File: src/rtl/fir_pkg.sv
// fir_pkg: shared sizes and state encoding for the FIR stimulus source
package fir_pkg;
    localparam int N        = 16;
    localparam int DEPTH    = 32;
    localparam int AW       = 5;
    localparam int PERIOD_W = 8;
    typedef enum logic {IDLE, RUN} state_t;
endpackage

File: src/rtl/sample_ram.sv
// sample_ram: waveform store, synchronous write, asynchronous read, no reset
module sample_ram #(
    parameter int N     = 16,
    parameter int DEPTH = 32,
    parameter int AW    = 5
) (
    input  logic          clk,
    input  logic          we,
    input  logic [AW-1:0] wa,
    input  logic [N-1:0]  wd,
    input  logic [AW-1:0] ra,
    output logic [N-1:0]  rd
);
    logic [N-1:0] mem [DEPTH];

    // write port; a write lands on the edge so same-cycle reads see old data
    always_ff @(posedge clk)
        if (we) mem[wa] <= wd;

    assign rd = mem[ra];
endmodule

File: src/rtl/sample_playback_source.sv
// sample_playback_source: plays a stored waveform period as a valid/ready stream
module sample_playback_source #(
    parameter int N     = fir_pkg::N,
    parameter int DEPTH = fir_pkg::DEPTH,
    parameter int AW    = fir_pkg::AW
) (
    input  logic                        clk,
    input  logic                        reset,
    input  logic                        wr_en,
    input  logic [AW-1:0]               wr_addr,
    input  logic [N-1:0]                wr_data,
    input  logic                        start,
    input  logic                        stop,
    input  logic [AW-1:0]               step,
    input  logic [fir_pkg::PERIOD_W-1:0] num_periods,
    output logic [N-1:0]                data_out,
    output logic                        data_valid,
    input  logic                        data_ready,
    output logic                        busy,
    output logic                        done
);
    import fir_pkg::*;

    state_t                state, state_nx;
    logic [AW-1:0]         rd_ptr, step_q, ld_ptr, ld_step, ptr_nx;
    logic [PERIOD_W-1:0]   period_cnt, np_q, ld_np, cnt_nx;
    logic [AW:0]           sum;
    logic [N-1:0]          rd_data;
    logic                  last, last_nx, wrap, xfer, idle, do_start, do_load, finish;

    sample_ram #(.N(N), .DEPTH(DEPTH), .AW(AW)) u_ram (
        .clk (clk),
        .we  (wr_en & idle),
        .wa  (wr_addr),
        .wd  (wr_data),
        .ra  (ld_ptr),
        .rd  (rd_data)
    );

    // next-pointer arithmetic; in IDLE the load starts from address 0 with live step/period inputs
    always_comb begin
        idle     = state == IDLE;
        xfer     = data_valid & data_ready;
        do_start = idle & start & !stop;
        finish   = !idle & !stop & xfer & last;
        do_load  = do_start | (!idle & !stop & xfer & !last);
        ld_ptr   = idle ? '0 : rd_ptr;
        ld_step  = idle ? step : step_q;
        ld_np    = idle ? num_periods : np_q;
        sum      = {1'b0, ld_ptr} + {1'b0, (ld_step == '0) ? AW'(1) : ld_step};
        wrap     = sum >= (AW+1)'(DEPTH);
        ptr_nx   = wrap ? AW'(sum - (AW+1)'(DEPTH)) : sum[AW-1:0];
        cnt_nx   = (idle ? '0 : period_cnt) + PERIOD_W'(wrap);
        last_nx  = (ld_np != '0) && wrap && (cnt_nx == ld_np);
    end

    // state register
    always_ff @(posedge clk or negedge reset)
        if (!reset) state <= IDLE;
        else        state <= state_nx;

    // next state: stop or the final accepted sample returns to IDLE
    always_comb
        state_nx = idle ? (do_start ? RUN : IDLE) : ((stop | (xfer & last)) ? IDLE : RUN);

    // state-derived outputs
    always_comb
        busy = state != IDLE;

    // playback datapath: output register, pointer, period counter and done pulse
    always_ff @(posedge clk or negedge reset)
        if (!reset) begin
            data_out   <= '0;
            data_valid <= 1'b0;
            done       <= 1'b0;
            rd_ptr     <= '0;
            period_cnt <= '0;
            last       <= 1'b0;
            step_q     <= '0;
            np_q       <= '0;
        end else begin
            done <= finish;
            if (do_start) begin
                step_q <= step;
                np_q   <= num_periods;
            end
            if (do_load) begin
                data_out   <= rd_data;
                data_valid <= 1'b1;
                rd_ptr     <= ptr_nx;
                period_cnt <= cnt_nx;
                last       <= last_nx;
            end else if (!idle && (stop || (xfer && last))) begin
                data_valid <= 1'b0;
            end
        end
endmodule

File: config.mk
export PLATFORM = sky130hd
export DESIGN_NAME = sample_playback_source
export DESIGN_NICKNAME = d
export VERILOG_FILES = /design/src/rtl/fir_pkg.sv /design/src/rtl/sample_ram.sv /design/src/rtl/sample_playback_source.sv
export SDC_FILE = /design/constraint.sdc
export NUM_CORES = 1
export LEC_CHECK = 0
export BUFFER_PORTS_ARGS = -buffer_cell sky130_fd_sc_hd__buf_2
export CAP_MARGIN = 20
export CELL_PAD_IN_SITES_DETAIL_PLACEMENT = 1
export CELL_PAD_IN_SITES_GLOBAL_PLACEMENT = 1
export CORE_ASPECT_RATIO = 0.75
export CORE_MARGIN = 2
export CORE_UTILIZATION = 45
export CTS_CLUSTER_DIAMETER = 60
export CTS_CLUSTER_SIZE = 12
export DETAILED_ROUTE_END_ITERATION = 8
export GPL_TIMING_DRIVEN = 0
export PLACE_DENSITY = 0.77
export SETUP_SLACK_MARGIN = 0.02
export SYNTH_ARGS = -nofsm -noshare
export SYNTH_HDL_FRONTEND = slang
export SYNTH_SLANG_ARGS = --single-unit
File: constraint.sdc
create_clock -name clk -period 5.01 [get_ports clk]
set_input_delay 1.002 -clock clk [delete_from_list [all_inputs] [get_ports clk]]
set_output_delay 1.002 -clock clk [all_outputs]
set_load 0.01 [all_outputs]
==> qor.csv, run 1 <==
stage;metric;value;unit
sta;finalSetupTns;0;ns
sta;post-route-min-period;4.72;ns
yosys;synth.area.top_cells;edfxtp_1, dfrtp_1, mux2_2, mux2i_1, nand2_1;
sta;finClkSkew;0.0245;ns
power_and_ir_drop;internal_power;7.88;mW
place;gp_congestion;0.916;
place;post-place-ws;0.209;ns
layout;drive_gt1_share;19.5;%
place;placed_cell_area;0.0241;mm^2
critical_path;r2r-end;last;
critical_path;required;5.55;ns
yosys;synth_nets;1476;
critical_path;setup.worst_path.start;busy;
grt;grt_max_degree;47;
layout;fin_area;0.0256;mm^2
detailed_routing;first_iter_violations;1707;
power_and_ir_drop;p_leak;8.64;nW
critical_path;path_common_cell;ha_1;
critical_path;cp.arrival;5.26;ns
yosys;yosysMostFrequentCell;edfxtp_1;
detailed_routing;viasPerCell;6.19;
yosys;synth-edff-count;512;
sta;finalCritPeriodShare;94.3;%
detailed_routing;drtPass1Iterations;5;
detailed_routing;wl_met1;28500;um
power_and_ir_drop;p_clk_share;32.8;%
layout;stdcell_count;2263;
power_and_ir_drop;combPwrFrac;19.3;%
sta;worstMarginPinSlew;1.29;ns
die;floorplan.initialDensity;45.3;%
cts;cts.sinks;558;
detailed_routing;route.met3.wl;6190;um
place;hpwl;44900;um
critical_path;crit_slowest_cell;dfrtp_1;
run;drv_cap;0;
critical_path;cp_cell_sequence;buf_4, buf_4, buf_2, mux2_2, o41ai_1, ha_1, a21o_1, a21oi_1, o21ai_1, ha_1, ha_1, clkbuf_1, nand4b_1, nor3_1, o211ai_1, o21ai_0, a32o_1;
cts;path_clk_slew;0.07;ns
critical_path;path_class;flop to flop;
yosys;ys_async_sr_fraction;8.24;%
power_and_ir_drop;p_switching;3.19;mW
power_and_ir_drop;power_density;433;mW/mm^2
grt;grt_pass1_wl;96000;um
grt;grt_pass1_vias;14287;
critical_path;timing.rr.start;busy;
detailed_routing;routedWlPerCell;29.0;um
critical_path;rrSetupSlack;0.29;ns
critical_path;worstPathMaxFanout;10;
place;placed_cells;2179;
grt;gr-total-overflow;0;
detailed_routing;ant_nets;0;
grt;track_usage;25.3;%
place;io_buffers;58;
cts;postCtsSetupBuffers;0;
sta;slew-limit-headroom;14.0;%
layout;syn_to_final_growth;13.2;%
yosys;yosys_warnings;0;
yosys;syn_inst;1428;
critical_path;cp-endpoint;last;
cts;cts_buffers;52;
critical_path;worst_r2r_path_depth;17;
sta;hold_ws;0.301;ns
detailed_routing;routed-wl-met2;28900;um
die;num_rows;71;
cts;clk_latency;0.60;ns
critical_path;cp-end-kind;flop;
layout;nNetsFinal;1627;
yosys;yosysTopAreaCellShare;68.1;%
cts;cts-htree-levels;2;
cts;clock_path_buffers;3;
die;dieArea;0.0520;mm^2
power_and_ir_drop;irDropWorstVdd;0.000259;V
yosys;synth.avg_cell_area;15.8;um^2
sta;setup-violations-final;0;
outcome;status;complete, no violations;
sta;rsz0062_at_grt;no;
yosys;ys_seq_elements;558;
die;ios;59;
sta;fmax;212;MHz
yosys;ys_types;61;
power_and_ir_drop;swShare;28.8;%
critical_path;worst_setup_path_start_kind;flop;
detailed_routing;drt-total-wl;65600;um
yosys;syn-cell-area;0.0226;mm^2
sta;slew_viol_final;0;
detailed_routing;drc;0;
yosys;synthTopCellsByCount;edfxtp_1, nand2_1, mux2_2, nor2_1, mux2i_1;
die;fp.coreArea;0.0498;mm^2
detailed_routing;vias;14001;
yosys;ys_seq_area_share;73.2;%
yosys;yosysTopAreaCell;edfxtp_1;
power_and_ir_drop;power_frac_seq;47.9;%
yosys;synthFlopType;edfxtp_1;
die;fp.dieH;198;um
critical_path;max_stage_delay;0.45;ns
min_path;hp-class;input port to async pin;
die;fp.dieW;263;um
grt;antenna_found_initial;3;
detailed_routing;top_layer_used;met4;
sta;setup_ws;0.286;ns
cts;root_buffer;clkbuf_16;
sta;hold_violations;0;
cts;tritoncts;done;
==> critical path, delay by kind of cell, from the launching register on <==
family,cells,cell delay (ns)
simple gates,2,0.59
flops,1,0.45
buf+inv,4,1.08
mux,1,0.42
compound gates,7,1.44
fa+ha+maj,3,0.67
==> kinds of logic after synthesis <==
family                   share of synthesized area (%)
buffers and inverters                             2.52
adder cells (fa/ha/maj)                          0.477
multiplexers                                      7.06
AND/OR/NAND/NOR                                   5.80
XOR/XNOR                                         0.582
AO/OA/AOI/OAI                                     10.3
flip-flops                                        73.2
==> final cells by class <==
type                    count  area (um^2)
diodes                      2         5.00
flip-flops and latches    558        16500
well taps                 657          822
inverters                   8         30.0
multi-input cells         764         5520
fillers                  4782        24300
plain buffers              98          539
clock buffers              75         1390
clock inverters             4         75.1
repair buffers             97          663
==> power by group through the flow <==
stage	Combinational [mW]	Clock [mW]	Sequential [mW]
after floorplan	1.25	0	5.37
after global placement	1.99	0	5.38
after detailed placement	2.07	0	5.39
after CTS	2.10	3.69	5.30
after global routing	2.25	3.85	5.31
final	2.13	3.63	5.30
==> through the flow <==
step | utilization (%) | power (mW)
after global routing | 51.3 | 11.4
final | 51.3 | 11.1
after global placement | 47.5 | 7.37
after detailed placement | 48.3 | 7.46
after CTS | 51.2 | 11.1
after floorplan | - | 6.61
==> placed cells by master (no fill, tap or decap), drive strengths merged, types with 5 or more instances in the layout <==
cell / synthesis / routed
edfxtp: 512 / 512
buf: 66 / 160
nand2: 126 / 126
clkbuf: 32 / 109
mux2: 81 / 81
nor2: 74 / 74
mux2i: 68 / 68
a21oi: 56 / 56
a211oi: 48 / 48
dfrtp: 46 / 46
a221oi: 32 / 32
o221ai: 32 / 32
nor3: 22 / 22
nand3: 20 / 20
a311oi: 18 / 18
o32ai: 18 / 18
nor3b: 17 / 17
o41ai: 17 / 17
a211o: 16 / 16
a32oi: 16 / 16
a2111oi: 16 / 16
o21ai: 15 / 15
inv: 8 / 10
xor2: 8 / 8
xnor2: 7 / 7
ha: 7 / 7
and2: 6 / 6
a21o: 5 / 5
==> state kept, by name, indices dropped and copies added, names as in the netlist <==
register	cells
rd_ptr	5
step_q	5
busy	1
done	1
data_valid	1
data_out	16
np_q	8
last	1
u_ram.mem	512
period_cnt	8
==> worst min-delay path by stage <==
stage                         end     startpoint  slack [ns]  cells past startpoint
floorplan           period_cnt[0]  period_cnt[0]        0.44                      2
global placement    period_cnt[0]  period_cnt[0]        0.46                      2
detailed placement  period_cnt[0]  period_cnt[0]        0.47                      2
CTS                 period_cnt[0]  period_cnt[0]        0.49                      2
global route              np_q[6]          reset        0.32                      1
finish              period_cnt[3]          reset        0.30                      1
==> what timing repair did <==
action | 4_1_cts | 5_1_grt
hold buffers | 0 | 0
gates resized for setup | 0 | 1
setup endpoints to repair | 0 | 1
==> per-layer routing <==
layer	GRT usage, %	vias to the layer above
met4	8.34	0
met2	38.1	664
met5	0	-
li1	-	5993
met1	36.6	7241
met3	5.62	103
Power figures use the tool's default switching activity.
==> run 2: changes to the inputs <==
ABC_AREA = 1   (was default)
PLACE_DENSITY = 0.81   (was 0.77)
==> run 2 against run 1 <==
Against the previous run:
- cell count is 40% higher
- synthesized cell count is 59% higher
- die area is 6.0% higher
- sequential power hardly changed
- clock power is 2% higher
- sequential share of layout area is 3.2 points lower
- synthesized area is 6.1% higher
- utilization is 0.33 points lower
- register-to-register slack better by 0.84 ns
- routed wire length is 17% higher
- non-clock buffer count is 7 higher
- power is 1.1% higher
- critical path type unchanged
- largest power group unchanged
- highest routed layer is now met5
==> qor.csv, run 2 <==
stage;metric;value;unit;change
power_and_ir_drop;p_switching;3.48;mW;+9.2%
sta;hold_violations;0;;unchanged
detailed_routing;drtPass1Iterations;5;;unchanged
critical_path;worstPathMaxFanout;10;;unchanged
place;hpwl;52400;um;+17%
grt;use_met1;38.9;%;+2.3 points
layout;layout_common_cells;nand2_1, edfxtp_1, nand3_1, inv_1, buf_2;;
sta;finalCritPeriodShare;77.6;%;-17 points
critical_path;worst_r2r_path_depth;22;;+5
die;ios;59;;unchanged
layout;syn_to_final_growth;12.3;%;
layout;stdcell_count;3162;;+40%
critical_path;worst_setup_path_start_kind;flop;;
layout;drive_gt1_share;9.80;%;-9.7 points
cts;cts-htree-levels;2;;unchanged
yosys;syn_inst;2275;;+59%
layout;top_regs;u_ram.mem (512), data_out (16);;
grt;grt_max_degree;38;;-19%
yosys;yosysMostFrequentCell;nand2_1;;
place;placed_cell_area;0.0254;mm^2;+5.7%
sta;rsz0062_at_grt;no;;
critical_path;required;5.57;ns;+0.02 ns
sta;hold_ws;0.257;ns;-0.0439 ns
cts;postCtsSetupBuffers;0;;unchanged
die;floorplan.initialDensity;45.4;%;+0.082 points
yosys;yosysTopAreaCell;edfxtp_1;;
min_path;hp-class;input port to async pin;;
detailed_routing;drc;0;;unchanged
layout;fill_cells;5858;;+23%
sta;post-route-min-period;3.89;ns;-0.837 ns
sta;slew-limit-headroom;24.7;%;+11 points
place;gp_congestion;0.934;;+1.9%
die;num_rows;73;;+2.8%
critical_path;rrSetupSlack;1.12;ns;+0.84 ns
sta;finClkSkew;0.0203;ns;-0.00417 ns
detailed_routing;first_iter_violations;2069;;+21%
cts;tritoncts;done;;
yosys;synth_nets;2323;;+57%
die;fp.dieH;204;um;+3.0%
die;fp.coreArea;0.0528;mm^2;+5.9%
cts;cts_buffers;52;;unchanged
critical_path;max_stage_delay;0.40;ns;-0.05 ns
cts;cts.sinks;558;;unchanged
yosys;yosysTopAreaCellShare;64.2;%;-3.9 points
cts;ctsResizeCount;0;;unchanged
grt;gr-usage-met2;43.8;%;+5.7 points
detailed_routing;viasPerCell;5.63;;-9.1%
yosys;ys_async_sr_fraction;8.24;%;unchanged
cts;clk_latency;0.63;ns;+0.03 ns
layout;num_antenna_cells;0;;-2
grt;gr-total-overflow;0;;unchanged
power_and_ir_drop;internal_power;7.70;mW;-2.2%
detailed_routing;routedWlPerCell;24.3;um;-16%
power_and_ir_drop;power_frac_seq;47.4;%;-0.5 points
layout;fin_area;0.0269;mm^2;+5.3%
grt;gr-usage-met3;5.86;%;+0.24 points
place;placed_cells;3074;;+41%
critical_path;crit_slowest_cell;ha_1;;
outcome;status;complete, no violations;;
sta;finalSetupTns;0;ns;unchanged
power_and_ir_drop;irDropWorstVdd;0.000342;V;+32%
grt;grt_pass1_wl;114000;um;+19%
critical_path;r2r-end;last;;
grt;track_usage;28.1;%;+2.8 points
grt;grt_pass1_vias;18641;;+30%
critical_path;cp-end-kind;flop;;
yosys;ys_seq_area_share;69.0;%;-4.2 points
layout;layout_commonest_cell;nand2_1;;
critical_path;cp-endpoint;last;;
layout;largest_register;u_ram.mem;;
detailed_routing;ant_nets;0;;unchanged
grt;gr-max-usage-layer;met2;;
grt;antenna_found_initial;3;;unchanged
layout;nNetsFinal;2464;;+51%
sta;slew_viol_final;0;;unchanged
power_and_ir_drop;power_density;416;mW/mm^2;-4.0%
die;dieArea;0.0551;mm^2;+6.0%
run;drv_cap;0;;unchanged
die;fp.dieW;270;um;+3.0%
yosys;synthTopCellsByCount;nand2_1, edfxtp_1, nand3_1, inv_1, nor2_1;;
yosys;syn-cell-area;0.0240;mm^2;+6.1%
yosys;yosys_warnings;0;;unchanged
critical_path;cp.arrival;4.45;ns;-0.81 ns
critical_path;cp_cell_sequence;buf_6, buf_6, nand2_1, inv_1, buf_2, ha_1, nand2_1, inv_1, nand4_1, nand3_1, ha_1, ha_1, inv_1, nor2_1, nand2_1, o21ai_2, nand2_1, nand2_1, nand2_1, nor2_1, nand2_1, nand2_1;;
power_and_ir_drop;p_leak;11.1;nW;+29%
yosys;synthFlopType;edfxtp_1;;
power_and_ir_drop;p_clk_share;33.1;%;+0.3 points
cts;cts-hold-fix-buffers;0;;unchanged
layout;largest_reg_flops;512;;unchanged
yosys;synth-edff-count;512;;unchanged
place;io_buffers;58;;unchanged
power_and_ir_drop;swShare;31.1;%;+2.3 points
critical_path;path_common_cell;nand2_1;;
critical_path;timing.rr.start;busy;;
sta;fmax;257;MHz;+22%
yosys;synth.avg_cell_area;10.5;um^2;-33%
yosys;ys_types;32;;-48%
cts;root_buffer;clkbuf_16;;
cts;path_clk_slew;0.06;ns;about the same
power_and_ir_drop;combPwrFrac;19.5;%;+0.2 points
yosys;synth.area.top_cells;edfxtp_1, nand2_1, nand3_1, dfrtp_1, inv_1;;
sta;setup-violations-final;0;;unchanged
critical_path;setup.worst_path.start;busy;;
critical_path;path_class;flop to flop;;
yosys;ys_seq_elements;558;;unchanged
cts;clock_path_buffers;3;;unchanged
detailed_routing;vias;17791;;+27%
detailed_routing;drt-total-wl;76800;um;+17%
sta;worstMarginPinSlew;1.13;ns;-0.157 ns
-- run 2: worst max-delay path: cells and delay by family, from the launching register on --
kind                     cells  cell delay, ns
AO/OA/AOI/OAI                1            0.18
adder cells (fa/ha/maj)      3            0.81
buffers and inverters        6            0.99
flip-flops                   1            0.39
AND/OR/NAND/NOR             12            1.43
-- run 2: how the worst min path moves through the flow --
stage            start          end  slack [ns]  cells past startpoint
6_report         reset      np_q[7]        0.26                      1
5_1_grt          reset      np_q[7]        0.26                      1
4_1_cts          reset  data_out[9]        0.25                      1
3_5_place_dp   np_q[0]      np_q[0]        0.46                      2
3_3_place_gp   np_q[4]      np_q[4]        0.46                      2
2_1_floorplan  np_q[0]      np_q[0]        0.44                      2
-- run 2: routing by layer --
metal  routed length, um  part of all wire (%)
met5                  12                 0.016
met4                2830                   3.7
met1               32200                    42
met2               34600                    45
met3                7190                   9.4
-- run 2: area by class of cell --
cell class / instances / area (um^2) / share of cell area [%]
clock buffer: 83 / 1420 / 5.27
buffer: 115 / 564 / 2.10
multi-input combinational: 1356 / 5950 / 22.1
clock inverter: 5 / 53.8 / 0.200
tap: 712 / 891 / 3.31
sequential: 558 / 16500 / 61.4
timing repair buffer: 87 / 577 / 2.14
inverter: 246 / 926 / 3.44
-- run 2: cell families after synthesis --
group / synth area share [%]
buffers and inverters: 6.22
AO/OA/AOI/OAI: 2.68
flip-flops: 69.0
XOR/XNOR: 0.110
AND/OR/NAND/NOR: 21.6
adder cells (fa/ha/maj): 0.449
-- run 2: through the flow --
step,worst slack [ns],utilization [%],total power [mW]
global route,0.795,51.0,11.5
global placement,1.32,47.6,7.38
CTS,1.19,51.0,11.1
detailed placement,1.22,48.2,7.50
floorplan,1.95,-,6.55
finish,1.12,51.0,11.2
-- run 2: power by group through the flow --
stage	clock network [mW]	logic, mW	registers (mW)
after floorplan	0	1.14	5.40
after global placement	0	1.99	5.39
after detailed placement	0	2.11	5.40
after CTS	3.72	2.13	5.30
after global routing	3.87	2.35	5.31
final	3.70	2.18	5.30
